[config.mk]
export PLATFORM = sky130hd
export DESIGN_NAME = adc_sar_ctrl
export DESIGN_NICKNAME = d
export VERILOG_FILES = /design/src/rtl/adc_sar_ctrl.sv
export SDC_FILE = /design/constraint.sdc
export NUM_CORES = 1
export LEC_CHECK = 0
export BUFFER_PORTS_ARGS = -buffer_cell sky130_fd_sc_hd__buf_2
export CORE_MARGIN = 2
export CORE_UTILIZATION = 49
export CTS_BUF_LIST = sky130_fd_sc_hd__clkbuf_4 sky130_fd_sc_hd__clkbuf_8 sky130_fd_sc_hd__clkbuf_16
export CTS_CLUSTER_SIZE = 14
export DETAILED_ROUTE_END_ITERATION = 8
export GPL_TIMING_DRIVEN = 1
export MAX_ROUTING_LAYER = met4
export PLACE_DENSITY = 0.73
export SETUP_SLACK_MARGIN = 0.05
export SKIP_CTS_REPAIR_TIMING = 1
export SLEW_MARGIN = 20
export SYNTH_ARGS = -nofsm -noshare
export SYNTH_HDL_FRONTEND = slang
export SYNTH_SLANG_ARGS = --single-unit
[constraint.sdc]
create_clock -name i_clk -period 1.9 [get_ports i_clk]
set_clock_uncertainty 0.1 [all_clocks]
set_input_delay 0.095 -clock i_clk [delete_from_list [all_inputs] [get_ports i_clk]]
set_output_delay 0.095 -clock i_clk [all_outputs]
set_load 0.01 [all_outputs]
[src/rtl/adc_sar_ctrl.sv]
// adc_sar_ctrl: 4-bit SAR conversion sequencer for a temperature-sensor ADC.
// Define ADC_ALARM_EN to build the over-temperature hysteresis alarm; otherwise o_alarm is tied low.
module adc_sar_ctrl #(
    parameter int SAMPLE_CYCLES = 2,
    parameter int ALARM_HI      = 12,
    parameter int ALARM_LO      = 8
) (
    input  logic       i_clk,
    input  logic       i_rst,
    input  logic       i_start,
    input  logic       i_cont,
    input  logic       i_comp,
    output logic       o_sample,
    output logic [3:0] o_dac,
    output logic [3:0] o_ADCout,
    output logic       o_valid,
    output logic       o_busy,
    output logic       o_alarm
);
    typedef enum logic [1:0] {IDLE, SAMPLE, CONV, DONE} state_t;
    localparam logic [3:0] SC = 4'(SAMPLE_CYCLES);
    if (SAMPLE_CYCLES < 1 || SAMPLE_CYCLES > 15 || ALARM_HI > 15 || ALARM_LO >= ALARM_HI) begin : g_bad_cfg
        $error("adc_sar_ctrl: illegal parameter set");
    end
    state_t     state_q;
    logic [3:0] cnt_q;
    logic [1:0] bit_q;
    logic [3:0] mask;
    logic [3:0] keep_d;
    assign mask   = 4'b0001 << bit_q;
    assign keep_d = i_comp ? o_dac : (o_dac & ~mask);
`ifdef ADC_ALARM_EN
    localparam logic [3:0] AHI = 4'(ALARM_HI);
    localparam logic [3:0] ALO = 4'(ALARM_LO);
`else
    assign o_alarm = 1'b0;
`endif
    // SAMPLE spans SAMPLE_CYCLES acquisition cycles plus one hold cycle before the first trial
    always_ff @(posedge i_clk) begin
        if (i_rst) begin
            state_q  <= IDLE;
            cnt_q    <= '0;
            bit_q    <= 2'd3;
            o_sample <= 1'b0;
            o_dac    <= '0;
            o_ADCout <= '0;
            o_valid  <= 1'b0;
            o_busy   <= 1'b0;
`ifdef ADC_ALARM_EN
            o_alarm  <= 1'b0;
`endif
        end else begin
            o_valid <= 1'b0;
            case (state_q)
                IDLE: begin
                    if (i_start || i_cont) begin
                        state_q  <= SAMPLE;
                        cnt_q    <= '0;
                        o_sample <= 1'b1;
                        o_busy   <= 1'b1;
                    end
                end
                SAMPLE: begin
                    cnt_q    <= cnt_q + 4'd1;
                    o_sample <= (cnt_q + 4'd1) < SC;
                    if (cnt_q == SC) begin
                        state_q  <= CONV;
                        bit_q    <= 2'd3;
                        o_sample <= 1'b0;
                        o_dac    <= 4'b1000;
                    end
                end
                CONV: begin
                    if (bit_q == 2'd0) begin
                        state_q  <= DONE;
                        o_dac    <= '0;
                        o_ADCout <= keep_d;
                        o_valid  <= 1'b1;
`ifdef ADC_ALARM_EN
                        if (keep_d > AHI) o_alarm <= 1'b1;
                        else if (keep_d < ALO) o_alarm <= 1'b0;
`endif
                    end else begin
                        bit_q <= bit_q - 2'd1;
                        o_dac <= keep_d | (mask >> 1);
                    end
                end
                DONE: begin
                    bit_q <= 2'd3;
                    cnt_q <= '0;
                    if (i_cont) begin
                        state_q  <= SAMPLE;
                        o_sample <= 1'b1;
                    end else begin
                        state_q <= IDLE;
                        o_busy  <= 1'b0;
                    end
                end
                default: state_q <= IDLE;
            endcase
        end
    end
endmodule

==> run_results.csv <==
group,metric,value,unit
layout,final_cell_mix,"17 x dfxtp_1, 16 x nand2_1, 15 x buf_2",
critical_path,critPathRequiredTime,1.99,ns
critical_path,reg2reg_slack,0.06,ns
layout,nFillCells,215,
sta,setup_tns,0,ns
power_and_ir_drop,ir_drop,0.000591,V
place,dp_cells,175,
layout,syn_to_final_growth,15.9,%
drt,wl_per_cell,12.1,um
synth,synthTopCellsByArea,"dfxtp_1 35%, ha_1 13%, a21oi_1 6.5%, nand2_1 5.5%, inv_1 3.8%",
sta,finalCriticalPeriod,1.84,ns
drt,avgViaCountPerCell,5.41,
drt,dr_wl_met3,46,um
layout,final_util,58.6,%
critical_path,cp_max_fo,4,
critical_path,start_kind,"flop",
place,port_buffers,15,
worst_hold_path,hp-class,"in2reg",
sta,rsz0062_at_grt,"yes",
synth,synth_top_area_share,35.0,%
critical_path,end_kind,"flop",
global_routing,grt-ovfl-total,0,
synth,synth_seq_cells,19,
drt,ant_nets,0,
die,ios,17,
critical_path,critical_path_class,"reg2reg",
die,initial_utilization,50.6,%
clock_tree,tritoncts,"yes",
die,die_x,51.1,um
clock_tree,cts_made_buffers,3,
synth,ys_seq_area_share,35.0,%
global_routing,grt_max_degree,23,
clock_tree,clk_pin_slew,0.11,ns
place,dp_hpwl,1630,um
clock_tree,clock_latency,0.30,ns
drt,num_vias,974,
drt,drtPass1Iterations,4,
clock_tree,cts_max_path_buffers,2,
power_and_ir_drop,power_density,1010,nW/um^2
synth,yosysWarnings,0,
synth,ys_types,33,
critical_path,cp_slowest_stage_delay,0.38,ns
synth,yosysTopAreaCell,"dfxtp_1",
global_routing,antenna_found_initial,0,
place,place_congestion,0.808,
clock_tree,clock-sinks,19,
layout,final_common_cell,"dfxtp_1",
layout,nNetsFinal,169,
global_routing,grt_pass1_wl,3620,um
die,rows,17,
drt,drc,0,
critical_path,cp_cell_sequence,"inv_2 > ha_4 > or3b_4 > a221o_1 > buf_4 > mux2i_1 > nor2_1",
layout,antenna_cells,0,
synth,avgSynthCellArea,8.10,um^2
sta,finalHoldViolations,0,
sta,drv_slew,0,
global_routing,grt_pass1_vias,830,
drt,drt_iter0_markers,11,
synth,synth_nets,150,
layout,multi_input_area,659,um^2
sta,finalCritPeriodShare,96.7,%
die,core-area,2150,um^2
synth,synth_cells,134,
sta,timing.fmax,545,MHz
die,die_y,51.1,um
drt,highest_layer,"met4",
drt,drt-total-wl,2180,um
run,maxCapViolCount,0,
synth,synth_area,1090,um^2
layout,seq_area,383,um^2
power_and_ir_drop,leakage,0.000543,uW
drt,m1WireLength,1090,um
drt,wl_met2,1010,um
outcome,status,"complete, no violations",
clock_tree,htree_num_levels,1,
critical_path,crit_arrival,1.92,ns
global_routing,grt_usage,18.9,%
die,fp.dieArea,2610,um^2
layout,layout.cells.non_filler,180,
critical_path,cp_slowest_cell,"or3b_4",
layout,drive_gt1_share,22.4,%
sta,setup_viol,0,
clock_tree,cts_root_buffer,"clkbuf_4",
==> cell families (layout without fill, tap and decap cells) <==
group                      Yosys count  after routing  synth area share (%)
DFF                                 19             19                  35.0
muxes                                4              4                  3.69
adders and majority gates           11             11                  12.7
and+or+nand+nor                     48             48                  22.8
xor gates and xnor gates             1              1                 0.807
other                                1              1                 0.345
buffers and inverters               17             35                  6.22
AOI/OAI and AO/OA                   33             33                  18.4
==> registers in the layout, summed over array words and instances, names as in the netlist <==
| register | cells |
|---|---|
| o_dac | 4 |
| cnt_q | 4 |
| o_ADCout | 4 |
| o_sample | 1 |
| state_q | 2 |
| o_busy | 1 |
| o_valid | 1 |
| bit_q | 2 |
==> cell usage after synthesis (all sizes together) <==
cell / count
or2: 1
o31ai: 1
buf: 1
clkbuf: 5
mux2i: 4
a2111o: 1
ha: 11
nand4b: 1
nand2b: 2
dfxtp: 19
conb: 1
a21o: 1
nor3: 1
a31oi: 2
and2b: 1
or3: 4
o21ai: 8
nor4: 1
xor2: 1
o221a: 1
nor3b: 2
or3b: 1
a21oi: 14
nor2: 8
nand3: 3
nand2: 16
nand4: 2
a22oi: 2
inv: 11
nor2b: 5
o22ai: 1
a221o: 1
a311oi: 1
==> metal layers <==
layer	vias up	track usage, %
li1	500	-
met1	458	23.7
met2	12	29.7
met3	4	3.51
met4	0	8.11
met5	-	-
==> cell type report <==
cell class,instances,area share (%)
Tap cell,28,2.78
Clock buffer,3,1.79
Timing Repair Buffer,20,8.95
Sequential cell,19,30.4
Clock inverter,1,0.398
Inverter,11,3.28
Multi-Input combinational cell,98,52.4
==> power by group <==
group | internal [uW] | leakage [uW] | total, uW | switching (uW)
clock network | 78.4 | 0.0000177 | 207 | 129
logic | 254 | 0.000369 | 574 | 320
registers | 447 | 0.000155 | 490 | 43.3
==> metrics by stage <==
step | power, uW | area, um^2 | setup WS [ns] | hold slack (ns)
after floorplan | 871 | 1090 | 0.0746 | 0.157
after detailed placement | 1030 | 1200 | 0.00116 | 0.319
after global routing | 1370 | 1260 | -0.000962 | 0.0128
final | 1270 | 1260 | 0.0636 | 0.0103
after CTS | 1240 | 1230 | -0.0159 | -0.00349
after global placement | 1010 | 1200 | 0.0712 | 0.301
==> worst paths after layout <==
path | startpoint | endpoint | depth (start not counted)
min reg2reg | o_ADCout[1] | o_ADCout[1] | 2
max reg2reg | cnt_q[0] | state_q[1] | 7
min | i_cont | o_busy | 3
max | cnt_q[0] | state_q[1] | 7
==> worst max-delay path, delay by kind of cell (launching register included) <==
family / cells / cell delay [ns]
adder cells (fa/ha/maj): 1 / 0.14
AND/OR/NAND/NOR: 2 / 0.44
flip-flops: 1 / 0.35
AO/OA/AOI/OAI: 1 / 0.31
multiplexers: 1 / 0.16
buffers and inverters: 2 / 0.23
(Power assumes the default switching activity.)
